<file path="src/rtl/pet_state_eval.sv">
// pet_state_eval: turns packed need levels plus a resting flag into the committed 4-bit mood
// code for the display/sprite logic. Moods are filtered through a tick-gated hold counter,
// death is sticky until reset, and per-channel low flags are exported for diagnostics.
module pet_state_eval #(
    parameter int unsigned NUM_NEEDS   = 5,
    parameter int unsigned NEED_W      = 3,
    parameter int unsigned LOW_TH      = 5,
    parameter int unsigned CRIT_TH     = 3,
    parameter int unsigned DEATH_TH    = 2,
    parameter int unsigned DEPR_COUNT  = 2,
    parameter int unsigned DESOL_COUNT = 3,
    parameter int unsigned DEATH_COUNT = 4,
    parameter int unsigned HOLD_CYCLES = 4,
    parameter logic [4*NUM_NEEDS-1:0] NEED_STATE = 20'h26754
) (
    input  logic                          clk,
    input  logic                          rst,
    input  logic                          tick,
    input  logic [NUM_NEEDS*NEED_W-1:0]   needs,
    input  logic                          resting,
    output logic [3:0]                    estado,
    output logic                          estado_changed,
    output logic [NUM_NEEDS-1:0]          low_mask,
    output logic [$clog2(NUM_NEEDS)-1:0]  dominant_need
);

    localparam int unsigned CntW  = $clog2(NUM_NEEDS + 1);
    localparam int unsigned DomW  = $clog2(NUM_NEEDS);
    localparam int unsigned HoldW = $clog2(HOLD_CYCLES + 1);
    localparam logic [HoldW-1:0] HoldMax = HoldW'(HOLD_CYCLES);

    typedef enum logic [3:0] {
        Bien         = 4'd0,
        Excelente    = 4'd1,
        Cansada      = 4'd2,
        Reposada     = 4'd3,
        Desnutrida   = 4'd4,
        Deshidratada = 4'd5,
        Descuidada   = 4'd6,
        Remontada    = 4'd7,
        Desolada     = 4'd8,
        Depresion    = 4'd9,
        Muerte       = 4'd10
    } mood_e;

    logic [NUM_NEEDS-1:0] low_flag, crit_flag, fatal_flag;
    logic [CntW-1:0]      low_cnt, crit_cnt, fatal_cnt;
    logic [DomW-1:0]      dom;
    logic [3:0]           first_state;
    mood_e                cand;
    logic [HoldW-1:0]     hold_inc;

    mood_e                estado_q, cand_q;
    logic                 changed_q;
    logic [NUM_NEEDS-1:0] low_mask_q;
    logic [DomW-1:0]      dom_q;
    logic [HoldW-1:0]     hold_q;

    // Per-channel threshold flags and their population counts.
    always_comb begin
        low_flag   = '0;
        crit_flag  = '0;
        fatal_flag = '0;
        low_cnt    = '0;
        crit_cnt   = '0;
        fatal_cnt  = '0;
        for (int i = 0; i < int'(NUM_NEEDS); i++) begin
            low_flag[i]   = 32'(needs[i*NEED_W +: NEED_W]) < LOW_TH;
            crit_flag[i]  = 32'(needs[i*NEED_W +: NEED_W]) < CRIT_TH;
            fatal_flag[i] = 32'(needs[i*NEED_W +: NEED_W]) < DEATH_TH;
            if (low_flag[i])   low_cnt   = low_cnt + 1'b1;
            if (crit_flag[i])  crit_cnt  = crit_cnt + 1'b1;
            if (fatal_flag[i]) fatal_cnt = fatal_cnt + 1'b1;
        end
    end

    // Lowest-index low channel and its mapped mood; scanning downward lets the lowest win.
    always_comb begin
        dom         = '0;
        first_state = '0;
        for (int i = int'(NUM_NEEDS) - 1; i >= 0; i--) begin
            if (low_flag[i]) begin
                dom         = DomW'(i);
                first_state = NEED_STATE[i*4 +: 4];
            end
        end
    end

    // Candidate mood from the current levels, first match wins.
    always_comb begin
        if (32'(fatal_cnt) >= DEATH_COUNT) begin
            cand = Muerte;
        end else if (32'(crit_cnt) >= DESOL_COUNT) begin
            cand = Desolada;
        end else if (32'(low_cnt) >= DEPR_COUNT) begin
            cand = Depresion;
        end else if (|low_flag) begin
            cand = mood_e'(first_state);
        end else if (&needs) begin
            cand = Excelente;
        end else begin
            cand = Bien;
        end
        hold_inc = hold_q + 1'b1;
    end

    // Mood state machine: sticky death, resting override, hold-filtered commits.
    always_ff @(posedge clk) begin
        if (rst) begin
            estado_q   <= Bien;
            cand_q     <= Bien;
            changed_q  <= 1'b0;
            low_mask_q <= '0;
            dom_q      <= '0;
            hold_q     <= '0;
        end else begin
            changed_q <= 1'b0;
            if (tick) begin
                low_mask_q <= low_flag;
                dom_q      <= dom;
                if (estado_q != Muerte) begin
                    if (resting) begin
                        estado_q  <= Reposada;
                        changed_q <= (estado_q != Reposada);
                        cand_q    <= Reposada;
                        hold_q    <= '0;
                    end else if (cand == Muerte) begin
                        estado_q  <= Muerte;
                        changed_q <= 1'b1;
                        cand_q    <= Muerte;
                        hold_q    <= '0;
                    end else if (cand == estado_q) begin
                        cand_q <= cand;
                        hold_q <= '0;
                    end else if (cand == cand_q) begin
                        if (hold_inc == HoldMax) begin
                            estado_q  <= cand;
                            changed_q <= 1'b1;
                            hold_q    <= '0;
                        end else begin
                            hold_q <= hold_inc;
                        end
                    end else begin
                        cand_q <= cand;
                        // A one-tick hold means a fresh candidate commits immediately.
                        if (HoldMax == HoldW'(1)) begin
                            estado_q  <= cand;
                            changed_q <= 1'b1;
                            hold_q    <= '0;
                        end else begin
                            hold_q <= HoldW'(1);
                        end
                    end
                end
            end
        end
    end

    assign estado         = estado_q;
    assign estado_changed = changed_q;
    assign low_mask       = low_mask_q;
    assign dominant_need  = dom_q;

endmodule

</file>
<file path="config.mk">
export PLATFORM = sky130hd
export DESIGN_NAME = pet_state_eval
export DESIGN_NICKNAME = d
export VERILOG_FILES = /design/src/rtl/pet_state_eval.sv
export SDC_FILE = /design/constraint.sdc
export NUM_CORES = 1
export LEC_CHECK = 0
export BUFFER_PORTS_ARGS = -buffer_cell sky130_fd_sc_hd__buf_2
export CAP_MARGIN = 10
export CORE_MARGIN = 2
export CORE_UTILIZATION = 25
export CTS_CLUSTER_SIZE = 12
export DETAILED_ROUTE_END_ITERATION = 6
export PLACE_DENSITY_LB_ADDON = 0.3
export SYNTH_ARGS = -nofsm -noshare
export SYNTH_HDL_FRONTEND = slang
export SYNTH_SLANG_ARGS = --single-unit
</file>
<file path="constraint.sdc">
create_clock -name clk -period 12 [get_ports clk]
set_input_delay 1.8 -clock clk [delete_from_list [all_inputs] [get_ports clk]]
set_output_delay 1.8 -clock clk [all_outputs]
set_load 0.005 [all_outputs]
</file>
==> results of run 1 <==
==> registers in the layout, indices dropped and copies added (netlist names) <==
register,cells
estado,4
estado_changed,1
cand_q,4
dominant_need,3
hold_q,3
low_mask,5
==> cell type report <==
type                    instances  area [um2]  share of cell area
inverters                      13        48.8              0.0209
flip-flops and latches         20         400               0.171
repair buffers                 31         155              0.0663
well taps                     102         128              0.0545
clock inverters                 1        30.0              0.0128
multi-input cells             218        1540               0.657
clock buffers                   3        41.3              0.0176
==> stage by stage <==
step | worst slack (ps) | utilization | hold WS [ps]
floorplan | 6160 | - | 440
global placement | 5930 | 0.291 | 456
detailed placement | 5900 | 0.291 | 463
finish | 6170 | 0.300 | 475
CTS | 6190 | 0.300 | 478
global route | 5890 | 0.300 | 513
==> cell usage in the layout (no fill, tap or decap), types with 4 or more instances in the layout <==
cell / n
sky130_fd_sc_hd__xnor2_1: 7
sky130_fd_sc_hd__nor3_1: 8
sky130_fd_sc_hd__a211oi_1: 7
sky130_fd_sc_hd__nand3_1: 10
sky130_fd_sc_hd__o211a_1: 4
sky130_fd_sc_hd__mux2i_1: 8
sky130_fd_sc_hd__o21a_1: 4
sky130_fd_sc_hd__o21ai_0: 9
sky130_fd_sc_hd__nand2_1: 17
sky130_fd_sc_hd__buf_2: 31
sky130_fd_sc_hd__nor4_1: 4
sky130_fd_sc_hd__o211ai_1: 9
sky130_fd_sc_hd__a21oi_1: 20
sky130_fd_sc_hd__dfxtp_1: 20
sky130_fd_sc_hd__nand2b_1: 10
sky130_fd_sc_hd__inv_1: 13
sky130_fd_sc_hd__nor2_1: 21
sky130_fd_sc_hd__ha_1: 17
==> worst max-delay path, delay by kind of cell <==
kind	cells	cell delay, ps
buffers and inverters	1	120
AND/OR/NAND/NOR	9	2840
adder cells (fa/ha/maj)	2	560
AO/OA/AOI/OAI	2	320
XOR/XNOR	2	360
==> kinds of logic (layout without fill, tap and decap cells) <==
kind of cell | Yosys count | count (layout) | synth area share
adder cells (fa/ha/maj) | 17 | 17 | 0.105
buffers and inverters | 24 | 48 | 0.0468
flip-flops | 20 | 20 | 0.197
XOR/XNOR | 13 | 13 | 0.0708
multiplexers | 9 | 9 | 0.0450
AND/OR/NAND/NOR | 101 | 101 | 0.274
AO/OA/AOI/OAI | 78 | 78 | 0.262
==> path summary, 6_finish.rpt <==
path / from / to / slack (ps) / depth (start not counted)
worst min register to register: hold_q[2] / hold_q[2] / 470 / 2
worst max register to register: hold_q[0] / estado[0] / 9900 / 8
worst min-delay path: hold_q[2] / hold_q[2] / 470 / 2
worst max-delay path: needs[1] / cand_q[2] / 6170 / 16
==> routing by layer <==
| metal | wire length, um | vias up | track usage |
|---|---|---|---|
| met5 | 0 | - | 0 |
| met2 | 2560 | 35 | 0.227 |
| met4 | 70 | 0 | 0.0254 |
| met3 | 189 | 11 | 0.0233 |
| li1 | - | 1013 | - |
| met1 | 2470 | 930 | 0.151 |
==> where the power goes <==
group | switching (mW) | leakage (nW) | internal [mW]
Combinational | 0.0583 | 0.817 | 0.0416
Sequential | 0.00460 | 0.164 | 0.0711
Clock | 0.0247 | 0.0357 | 0.0446
==> flow_results.xml, run 1 <==
<?xml version="1.0" encoding="UTF-8"?>
<metrics>
  <group name="run_status">
    <metric name="outcome" unit="">completed</metric>
  </group>
  <group name="setup_path">
    <metric name="critPathRequiredTime" unit="ps">12190</metric>
    <metric name="slowest_delay" unit="ps">490</metric>
    <metric name="crit_fanout" unit="">7</metric>
    <metric name="end_kind" unit="">register</metric>
    <metric name="worst_ep_arrival_time" unit="ps">6020</metric>
    <metric name="crit_path_start_kind" unit="">primary input</metric>
    <metric name="setup.worst_path.class" unit="">primary input to register</metric>
    <metric name="crit_slowest_cell" unit="">sky130_fd_sc_hd__or3_1</metric>
    <metric name="timing.critical_path.cells" unit="">buf_2 -&gt; or2_2 -&gt; ha_1 -&gt; or3_4 -&gt; nand2_1 -&gt; ha_1 -&gt; nor3b_1 -&gt; and4_1 -&gt; or3_4 -&gt; xor2_2 -&gt; or3_1 -&gt; or3_4 -&gt; xnor2_2 -&gt; o211a_1 -&gt; or4_1 -&gt; o31ai_1</metric>
    <metric name="critical_path.most_common_cell" unit="">sky130_fd_sc_hd__or3_4</metric>
  </group>
  <group name="synthesis">
    <metric name="synth_seq_cells" unit="">20</metric>
    <metric name="post_synth_instance_area" unit="um2">2030</metric>
    <metric name="most_used_flip_flop_cell_after_synthesis" unit="">sky130_fd_sc_hd__dfxtp_1</metric>
    <metric name="most_frequent_cell_after_synthesis" unit="">sky130_fd_sc_hd__nor2_1</metric>
    <metric name="synth_cell_type_count" unit="">55</metric>
    <metric name="synth_area_leaders" unit="">sky130_fd_sc_hd__dfxtp_1 (20%), sky130_fd_sc_hd__ha_1 (10%), sky130_fd_sc_hd__a21oi_1 (4.9%)</metric>
    <metric name="leading_cell_types_by_count_after_synthesis" unit="">sky130_fd_sc_hd__nor2_1 (21), sky130_fd_sc_hd__a21oi_1 (20), sky130_fd_sc_hd__dfxtp_1 (20)</metric>
    <metric name="synth_area_per_cell" unit="um2">7.76</metric>
    <metric name="synthesis.yosys.warnings" unit="">0</metric>
    <metric name="netlist.area_leader.share" unit="">0.197</metric>
    <metric name="async_flop_share" unit="">0</metric>
    <metric name="synth-seq-area-share" unit="">0.197</metric>
    <metric name="postSynthCellCount" unit="">262</metric>
    <metric name="synthesis.nets" unit="">298</metric>
    <metric name="synth_top_area_cell" unit="">sky130_fd_sc_hd__dfxtp_1</metric>
    <metric name="synth_enable_flop_cells" unit="">0</metric>
  </group>
  <group name="finish">
    <metric name="area_delta_synth_final" unit="%">15.1</metric>
    <metric name="final_instance_area" unit="um2">2340</metric>
    <metric name="final.fill_count" unit="">852</metric>
    <metric name="finish.net_count" unit="">323</metric>
    <metric name="antenna_cells" unit="">0</metric>
    <metric name="finish.cell_count_without_fillers" unit="">388</metric>
    <metric name="share_of_post_route_cells_with_drive_strength_above_1" unit="">0.171</metric>
  </group>
  <group name="floorplan">
    <metric name="floorplan.initialDensity" unit="">0.260</metric>
    <metric name="core.rowCount" unit="">32</metric>
    <metric name="die_w" unit="um">94.2</metric>
    <metric name="coreArea" unit="um2">7810</metric>
    <metric name="io_pins" unit="">32</metric>
    <metric name="floorplan.die.height" unit="um">94.2</metric>
    <metric name="die_area" unit="um2">8870</metric>
  </group>
  <group name="routing">
    <metric name="drt_pass1_iterations" unit="">4</metric>
    <metric name="wl_per_cell" unit="um">13.6</metric>
    <metric name="remaining_drc_errors" unit="">0</metric>
    <metric name="drt-initial-drc-count" unit="">82</metric>
    <metric name="postRouteAntennaNets" unit="">0</metric>
    <metric name="route.detailed.vias_per_inst" unit="">5.13</metric>
    <metric name="route.vias.total" unit="">1989</metric>
    <metric name="total_wirelength" unit="um">5290</metric>
  </group>
  <group name="power_and_ir_drop">
    <metric name="finalPower" unit="mW">0.245</metric>
    <metric name="power_per_cell_area" unit="nW/um2">105</metric>
    <metric name="power_leakage" unit="nW">1.02</metric>
    <metric name="worst_ir_drop_vdd" unit="V">0.0000386</metric>
  </group>
  <group name="cts">
    <metric name="clock_tree_from_tritoncts" unit="">built</metric>
    <metric name="cts_inserted_buffers" unit="">3</metric>
    <metric name="number_of_buffers_on_the_longest_clock_path" unit="">2</metric>
    <metric name="postCtsSetupRepairBufs" unit="">0</metric>
    <metric name="cts_root_buf" unit="">sky130_fd_sc_hd__clkbuf_8</metric>
    <metric name="cts_max_level" unit="">1</metric>
    <metric name="cts_num_sinks" unit="">20</metric>
    <metric name="cts.reportedPaths.clkPinSlew" unit="ps">80</metric>
    <metric name="insertion_delay_of_the_later_clocked_pin_in_the_worst_skew_pair" unit="ps">270</metric>
    <metric name="cts-resized-gates" unit="">0</metric>
    <metric name="cts_hold_buf" unit="">0</metric>
  </group>
  <group name="global_routing">
    <metric name="antenna_found_initial" unit="">0</metric>
    <metric name="largest_net_degree_at_the_start_of_global_routing" unit="">24</metric>
    <metric name="global_route_wire_length_before_repair" unit="um">8980</metric>
    <metric name="grt_usage" unit="">0.124</metric>
    <metric name="first_global_vias" unit="">1935</metric>
    <metric name="gr-total-overflow" unit="">0</metric>
  </group>
  <group name="timing">
    <metric name="drv_slew" unit="">0</metric>
    <metric name="timing.final.crit_share" unit="">0.486</metric>
    <metric name="setup_viol_count_final" unit="">0</metric>
    <metric name="finalWorstPathRequiredPeriod" unit="ps">5830</metric>
    <metric name="timing.clock.skew" unit="ps">3.71</metric>
    <metric name="finalSetupTns" unit="ps">0</metric>
    <metric name="worstMarginPinSlew" unit="ps">805</metric>
    <metric name="fmax" unit="MHz">171</metric>
    <metric name="max_slew_margin" unit="">0.464</metric>
    <metric name="setup_repair_after_global_routing_missed_its_margin" unit="">false</metric>
    <metric name="report.final.hold_viol_count" unit="">0</metric>
  </group>
  <group name="place">
    <metric name="placedInstanceArea" unit="um2">2270</metric>
    <metric name="dp.cells" unit="">384</metric>
    <metric name="dp_hpwl" unit="um">4170</metric>
    <metric name="final_estimated_routing_congestion_in_global_placement" unit="">0.851</metric>
    <metric name="placement.io_buffers" unit="">31</metric>
  </group>
  <group name="min_path">
    <metric name="timing.hold.worst.class" unit="">register to register</metric>
  </group>
  <group name="flow_run">
    <metric name="max_cap_violations" unit="">0</metric>
  </group>
</metrics>
Power figures use the tool's default switching activity.
==> run 2, diff against run 1 <==
clock period = 5.45 ns   (was 12 ns; I/O delays follow)
==> run 2 against run 1 <==
Compared with the run above: sequential share of layout area rose by 0.17 points; global-route usage down 0.063 points; non-clock buffer count grew 1; flip-flop and latch count unchanged.
==> flow_results.xml, run 2 (synthesized netlist as in run 1, its figures left out) <==
<?xml version="1.0" encoding="UTF-8"?>
<metrics>
  <group name="run_status">
    <metric name="outcome" unit="">completed</metric>
  </group>
  <group name="routing">
    <metric name="postRouteAntennaNets" unit="">0</metric>
    <metric name="drt_pass1_iterations" unit="">4</metric>
    <metric name="route.detailed.vias_per_inst" unit="">5.18</metric>
    <metric name="wl_per_cell" unit="um">13.5</metric>
    <metric name="route.vias.total" unit="">2009</metric>
    <metric name="drt-initial-drc-count" unit="">80</metric>
    <metric name="remaining_drc_errors" unit="">0</metric>
    <metric name="total_wirelength" unit="um">5250</metric>
  </group>
  <group name="power_and_ir_drop">
    <metric name="power_share_of_the_clock_group" unit="">0.200</metric>
    <metric name="power.internal" unit="mW">0.298</metric>
    <metric name="power.net_switching" unit="mW">0.184</metric>
    <metric name="worst_ir_drop_vdd" unit="V">0.0000838</metric>
    <metric name="comb_power_share" unit="">0.454</metric>
    <metric name="p_seq_frac" unit="">0.346</metric>
    <metric name="power_leakage" unit="nW">1.01</metric>
    <metric name="finalPower" unit="mW">0.481</metric>
    <metric name="power.switching_fraction" unit="">0.381</metric>
    <metric name="power_per_cell_area" unit="nW/um2">208</metric>
  </group>
  <group name="setup_path">
    <metric name="r2r_end" unit="">estado[0]</metric>
    <metric name="r2r.worst_path.cells" unit="">8</metric>
    <metric name="crit_path_start_kind" unit="">primary input</metric>
    <metric name="setup.worst_path.class" unit="">primary input to register</metric>
    <metric name="rrSetupSlack" unit="ps">3420</metric>
    <metric name="timing.rr.start" unit="">hold_q[0]</metric>
    <metric name="crit_fanout" unit="">7</metric>
    <metric name="end_kind" unit="">register</metric>
    <metric name="critPathRequiredTime" unit="ps">5630</metric>
    <metric name="worst_ep_arrival_time" unit="ps">5050</metric>
  </group>
  <group name="cts">
    <metric name="cts-resized-gates" unit="">0</metric>
    <metric name="cts_hold_buf" unit="">0</metric>
    <metric name="insertion_delay_of_the_later_clocked_pin_in_the_worst_skew_pair" unit="ps">260</metric>
    <metric name="cts_max_level" unit="">1</metric>
    <metric name="cts.reportedPaths.clkPinSlew" unit="ps">70</metric>
    <metric name="number_of_buffers_on_the_longest_clock_path" unit="">2</metric>
    <metric name="postCtsSetupRepairBufs" unit="">0</metric>
    <metric name="cts_num_sinks" unit="">20</metric>
    <metric name="cts_root_buf" unit="">sky130_fd_sc_hd__clkbuf_8</metric>
    <metric name="cts_inserted_buffers" unit="">3</metric>
    <metric name="clock_tree_from_tritoncts" unit="">built</metric>
  </group>
  <group name="flow_run">
    <metric name="max_cap_violations" unit="">0</metric>
  </group>
  <group name="finish">
    <metric name="area_delta_synth_final" unit="%">14.0</metric>
    <metric name="layout_common_cells" unit="">sky130_fd_sc_hd__buf_2 (31), sky130_fd_sc_hd__nor2_1 (21), sky130_fd_sc_hd__a21oi_1 (20), sky130_fd_sc_hd__dfxtp_1 (20)</metric>
    <metric name="finish.net_count" unit="">324</metric>
    <metric name="final_instance_area" unit="um2">2320</metric>
    <metric name="antenna_cells" unit="">0</metric>
    <metric name="fin_util" unit="">0.297</metric>
    <metric name="largest_register_ff_count" unit="">5</metric>
    <metric name="finish.cell_count_without_fillers" unit="">388</metric>
    <metric name="most_common_cell_after_layout_fill_and_taps_aside" unit="">sky130_fd_sc_hd__buf_2</metric>
    <metric name="final.fill_count" unit="">871</metric>
    <metric name="share_of_post_route_cells_with_drive_strength_above_1" unit="">0.171</metric>
  </group>
  <group name="floorplan">
    <metric name="coreArea" unit="um2">7810</metric>
    <metric name="core.rowCount" unit="">32</metric>
    <metric name="floorplan.die.height" unit="um">94.2</metric>
    <metric name="die_area" unit="um2">8870</metric>
    <metric name="die_w" unit="um">94.2</metric>
    <metric name="floorplan.initialDensity" unit="">0.260</metric>
    <metric name="io_pins" unit="">32</metric>
  </group>
  <group name="place">
    <metric name="placedInstanceArea" unit="um2">2280</metric>
    <metric name="dp.cells" unit="">385</metric>
    <metric name="placement.io_buffers" unit="">31</metric>
    <metric name="dp_slack" unit="ps">331</metric>
    <metric name="dp_hpwl" unit="um">4160</metric>
    <metric name="final_estimated_routing_congestion_in_global_placement" unit="">0.857</metric>
  </group>
  <group name="global_routing">
    <metric name="first_global_vias" unit="">1939</metric>
    <metric name="largest_net_degree_at_the_start_of_global_routing" unit="">24</metric>
    <metric name="gr-total-overflow" unit="">0</metric>
    <metric name="grt_usage" unit="">0.124</metric>
    <metric name="global_route_wire_length_before_repair" unit="um">9030</metric>
    <metric name="antenna_found_initial" unit="">0</metric>
  </group>
  <group name="min_path">
    <metric name="worstHoldPathCells" unit="">2</metric>
    <metric name="worst_hold_startpoint" unit="">hold_q[2]</metric>
    <metric name="worstHoldEndpoint" unit="">hold_q[2]</metric>
    <metric name="timing.hold.worst.class" unit="">register to register</metric>
  </group>
  <group name="timing">
    <metric name="worstMarginPinSlew" unit="ps">814</metric>
    <metric name="report.final.hold_viol_count" unit="">0</metric>
    <metric name="setup_viol_count_final" unit="">0</metric>
    <metric name="final.hold.worst_slack" unit="ps">471</metric>
    <metric name="max_slew_margin" unit="">0.457</metric>
    <metric name="final_critical_path_setup_slack" unit="ps">579</metric>
    <metric name="timing.final.crit_share" unit="">0.894</metric>
    <metric name="fmax" unit="MHz">205</metric>
    <metric name="timing.clock.skew" unit="ps">1.18</metric>
    <metric name="drv_slew" unit="">0</metric>
    <metric name="finalWorstPathRequiredPeriod" unit="ps">4870</metric>
    <metric name="setup_repair_after_global_routing_missed_its_margin" unit="">false</metric>
    <metric name="finalSetupTns" unit="ps">0</metric>
  </group>
</metrics>
==> run 2: cell count changes in the layout (fill, tap and decap cells not counted) <==
cell / delta
sky130_fd_sc_hd__bufinv_16: -1
sky130_fd_sc_hd__buf_4: +1
==> run 2: area by class of cell <==
| cell class | count | area (um2) | share of cell area |
|---|---|---|---|
| multi-input cells | 218 | 1540 | 0.663 |
| flip-flops and latches | 20 | 400 | 0.173 |
| repair buffers | 32 | 163 | 0.0702 |
| well taps | 102 | 128 | 0.0551 |
| inverters | 13 | 48.8 | 0.0211 |
| clock buffers | 3 | 41.3 | 0.0178 |
==> run 2: worst max path at each step <==
stage	startpoint	endpoint	cells past startpoint	slack, ps
2_1_floorplan	needs[1]	cand_q[2]	16	590
4_1_cts	needs[1]	cand_q[2]	16	610
6_report	needs[1]	cand_q[2]	16	580
3_5_place_dp	needs[1]	cand_q[2]	16	330
5_1_grt	needs[1]	cand_q[2]	16	430
3_3_place_gp	needs[1]	cand_q[2]	16	360
==> run 2: layer usage <==
| metal | global-route usage | routed length, um | vias to the layer above |
|---|---|---|---|
| li1 | - | - | 1014 |
| met1 | 0.155 | 2380 | 940 |
| met2 | 0.223 | 2610 | 48 |
| met3 | 0.0225 | 217 | 7 |
| met4 | 0.0193 | 44 | 0 |
| met5 | 0 | 0 | - |
==> run 2: critical path, stage by stage <==
cell	delay (ps)
sky130_fd_sc_hd__buf_2	120
sky130_fd_sc_hd__or2_2	300
sky130_fd_sc_hd__ha_1	350
sky130_fd_sc_hd__or3_4	350
sky130_fd_sc_hd__nand2_1	80
sky130_fd_sc_hd__ha_1	220
sky130_fd_sc_hd__nor3b_1	150
sky130_fd_sc_hd__and4_1	180
sky130_fd_sc_hd__or3_4	380
sky130_fd_sc_hd__xor2_2	220
sky130_fd_sc_hd__or3_1	490
sky130_fd_sc_hd__or3_4	450
sky130_fd_sc_hd__xnor2_2	150
sky130_fd_sc_hd__o211a_1	250
sky130_fd_sc_hd__or4_1	470
sky130_fd_sc_hd__o31ai_1	70
==> run 2: power groups by stage <==
stage	registers, mW	clock network [mW]	logic [mW]
floorplan	0.168	0	0.168
global placement	0.170	0	0.216
detailed placement	0.170	0	0.217
CTS	0.167	0.100	0.219
global route	0.168	0.108	0.246
finish	0.167	0.0960	0.219
==> run 3, diff against run 2 <==
CORE_ASPECT_RATIO = 1.1   (was default)
GPL_ROUTABILITY_DRIVEN = 0   (was default)
==> run 3 against run 2 <==
Compared with the run above: wire length is 2.9% lower; setup slack worse by 11 ps; critical endpoint unchanged; via count is 3.9% lower; utilization hardly changed; first-iteration DRC count is 31% higher; largest cell class unchanged; fmax is 0.22% lower; combinational power hardly changed; worst hold slack worse by 6.9 ps; die area hardly changed; sequential share of layout area is 0.22 points lower; largest power group unchanged.
==> flow_results.xml, run 3 (synthesized netlist as in run 1, its figures left out) <==
<?xml version="1.0" encoding="UTF-8"?>
<metrics>
  <group name="power_and_ir_drop">
    <metric name="power_share_of_the_clock_group" unit="">0.281</metric>
    <metric name="power_per_cell_area" unit="nW/um2">227</metric>
    <metric name="comb_power_share" unit="">0.407</metric>
    <metric name="power_leakage" unit="nW">1.02</metric>
    <metric name="finalPower" unit="mW">0.534</metric>
    <metric name="power.switching_fraction" unit="">0.352</metric>
    <metric name="p_seq_frac" unit="">0.312</metric>
    <metric name="power.internal" unit="mW">0.346</metric>
    <metric name="worst_ir_drop_vdd" unit="V">0.000131</metric>
    <metric name="power.net_switching" unit="mW">0.188</metric>
  </group>
  <group name="floorplan">
    <metric name="coreArea" unit="um2">7910</metric>
    <metric name="io_pins" unit="">32</metric>
    <metric name="core.rowCount" unit="">34</metric>
    <metric name="floorplan.die.height" unit="um">98.6</metric>
    <metric name="floorplan.initialDensity" unit="">0.257</metric>
    <metric name="die_area" unit="um2">8870</metric>
    <metric name="die_w" unit="um">90.0</metric>
  </group>
  <group name="timing">
    <metric name="drv_slew" unit="">0</metric>
    <metric name="report.final.hold_viol_count" unit="">0</metric>
    <metric name="setup_repair_after_global_routing_missed_its_margin" unit="">false</metric>
    <metric name="timing.final.crit_share" unit="">0.896</metric>
    <metric name="worstMarginPinSlew" unit="ps">763</metric>
    <metric name="timing.clock.skew" unit="ps">2.63</metric>
    <metric name="max_slew_margin" unit="">0.492</metric>
    <metric name="fmax" unit="MHz">205</metric>
    <metric name="finalSetupTns" unit="ps">0</metric>
    <metric name="setup_viol_count_final" unit="">0</metric>
    <metric name="finalWorstPathRequiredPeriod" unit="ps">4880</metric>
  </group>
  <group name="finish">
    <metric name="finish.net_count" unit="">323</metric>
    <metric name="area_delta_synth_final" unit="%">15.5</metric>
    <metric name="antenna_cells" unit="">0</metric>
    <metric name="finish.cell_count_without_fillers" unit="">394</metric>
    <metric name="layout.area.seq" unit="um2">400</metric>
    <metric name="most_common_cell_after_layout_fill_and_taps_aside" unit="">sky130_fd_sc_hd__buf_2</metric>
    <metric name="largest_register_ff_count" unit="">5</metric>
    <metric name="final_instance_area" unit="um2">2350</metric>
    <metric name="final.fill_count" unit="">886</metric>
    <metric name="share_of_post_route_cells_with_drive_strength_above_1" unit="">0.171</metric>
    <metric name="multiInputGateArea" unit="um2">1540</metric>
    <metric name="layout_common_cells" unit="">sky130_fd_sc_hd__buf_2 (31), sky130_fd_sc_hd__nor2_1 (21), sky130_fd_sc_hd__a21oi_1 (20), sky130_fd_sc_hd__dfxtp_1 (20)</metric>
  </group>
  <group name="global_routing">
    <metric name="global_route_wire_length_before_repair" unit="um">8540</metric>
    <metric name="first_global_vias" unit="">1735</metric>
    <metric name="grt_usage" unit="">0.116</metric>
    <metric name="antenna_found_initial" unit="">0</metric>
    <metric name="gr-total-overflow" unit="">0</metric>
    <metric name="largest_net_degree_at_the_start_of_global_routing" unit="">24</metric>
  </group>
  <group name="cts">
    <metric name="cts.reportedPaths.clkPinSlew" unit="ps">80</metric>
    <metric name="insertion_delay_of_the_later_clocked_pin_in_the_worst_skew_pair" unit="ps">260</metric>
    <metric name="clock_tree_from_tritoncts" unit="">built</metric>
    <metric name="postCtsSetupRepairBufs" unit="">0</metric>
    <metric name="cts_num_sinks" unit="">20</metric>
    <metric name="number_of_buffers_on_the_longest_clock_path" unit="">2</metric>
    <metric name="cts_hold_buf" unit="">0</metric>
    <metric name="cts_inserted_buffers" unit="">3</metric>
    <metric name="cts_root_buf" unit="">sky130_fd_sc_hd__clkbuf_8</metric>
    <metric name="cts-resized-gates" unit="">0</metric>
    <metric name="cts_max_level" unit="">1</metric>
  </group>
  <group name="setup_path">
    <metric name="setup.worst_path.class" unit="">primary input to register</metric>
    <metric name="timing.critical_path.cells" unit="">buf_2 -&gt; or2_2 -&gt; ha_1 -&gt; or3_4 -&gt; nand2_1 -&gt; ha_1 -&gt; nor3b_1 -&gt; and4_1 -&gt; or3_4 -&gt; xor2_2 -&gt; or3_1 -&gt; or3_4 -&gt; xnor2_2 -&gt; o211a_1 -&gt; or4_1 -&gt; o31ai_1</metric>
    <metric name="slowest_delay" unit="ps">480</metric>
    <metric name="crit_path_start_kind" unit="">primary input</metric>
    <metric name="cpLargestDelayFamily" unit="">simple AND/OR/NAND/NOR gates</metric>
    <metric name="crit_slowest_cell" unit="">sky130_fd_sc_hd__or3_1</metric>
    <metric name="critical_path.most_common_cell" unit="">sky130_fd_sc_hd__or3_4</metric>
    <metric name="critPathRequiredTime" unit="ps">5620</metric>
    <metric name="cp_num_buf_inv" unit="">1</metric>
    <metric name="worst_ep_arrival_time" unit="ps">5050</metric>
    <metric name="end_kind" unit="">register</metric>
    <metric name="crit_fanout" unit="">7</metric>
  </group>
  <group name="place">
    <metric name="dp.cells" unit="">390</metric>
    <metric name="dp_hpwl" unit="um">4080</metric>
    <metric name="placedInstanceArea" unit="um2">2280</metric>
    <metric name="placement.io_buffers" unit="">31</metric>
  </group>
  <group name="routing">
    <metric name="route.detailed.vias_per_inst" unit="">4.90</metric>
    <metric name="postRouteAntennaNets" unit="">0</metric>
    <metric name="drt_pass1_iterations" unit="">4</metric>
    <metric name="wl_per_cell" unit="um">12.9</metric>
    <metric name="remaining_drc_errors" unit="">0</metric>
    <metric name="drt-initial-drc-count" unit="">105</metric>
    <metric name="total_wirelength" unit="um">5100</metric>
    <metric name="route.vias.total" unit="">1931</metric>
  </group>
  <group name="flow_run">
    <metric name="max_cap_violations" unit="">0</metric>
  </group>
  <group name="min_path">
    <metric name="timing.hold.worst.class" unit="">register to register</metric>
  </group>
  <group name="run_status">
    <metric name="outcome" unit="">completed</metric>
  </group>
</metrics>
-- run 3: cell count changes in the layout (fill, tap and decap cells not counted), sizes merged --
cell,previous run,this run
buf,32,31
bufinv,0,1
-- run 3: through the flow --
stage                     setup WS, ps  utilization  hold slack (ps)
final                              568        0.297              464
after global placement             394        0.288              453
after floorplan                    595            -              440
after CTS                          578        0.297              469
after global routing               366        0.297              490
after detailed placement           327        0.288              456
-- run 3: path summary, 6_finish.rpt --
check                    from  depth (start not counted)  slack, ps          endpoint
max                  needs[1]                         16        570         cand_q[2]
min          dominant_need[1]                          2        460  dominant_need[1]
max reg2reg         hold_q[0]                          8       3320         estado[0]
min reg2reg  dominant_need[1]                          2        460  dominant_need[1]
-- run 3: layer usage --
| layer | vias up | track usage | share of wire |
|---|---|---|---|
| li1 | 1012 | - | - |
| met1 | 885 | 0.160 | 0.50 |
| met2 | 32 | 0.192 | 0.47 |
| met3 | 2 | 0.0153 | 0.029 |
| met4 | 0 | 0.0284 | 0.0057 |
| met5 | - | 0 | 0 |
-- run 3: layout make-up --
class	count	area share
multi-input combinational	218	0.655
sequential	20	0.171
timing repair buffer	31	0.0661
tap	108	0.0576
inverter	13	0.0208
clock buffer	3	0.0176
clock inverter	1	0.0128
-- run 3: worst register-to-register path, delay by kind of cell (launching register included) --
family / cells / cell delay, ps
AOI/OAI and AO/OA: 4 / 770
and+or+nand+nor: 2 / 330
DFF: 1 / 350
muxes: 1 / 350
adders and majority gates: 1 / 220
-- run 3: power by group through the flow --
| stage | logic [mW] | registers, mW | clock network (mW) |
|---|---|---|---|
| after floorplan | 0.168 | 0.168 | 0 |
| final | 0.217 | 0.167 | 0.150 |
| after CTS | 0.218 | 0.167 | 0.155 |
| after global routing | 0.245 | 0.169 | 0.161 |
| after global placement | 0.216 | 0.170 | 0 |
| after detailed placement | 0.217 | 0.170 | 0 |
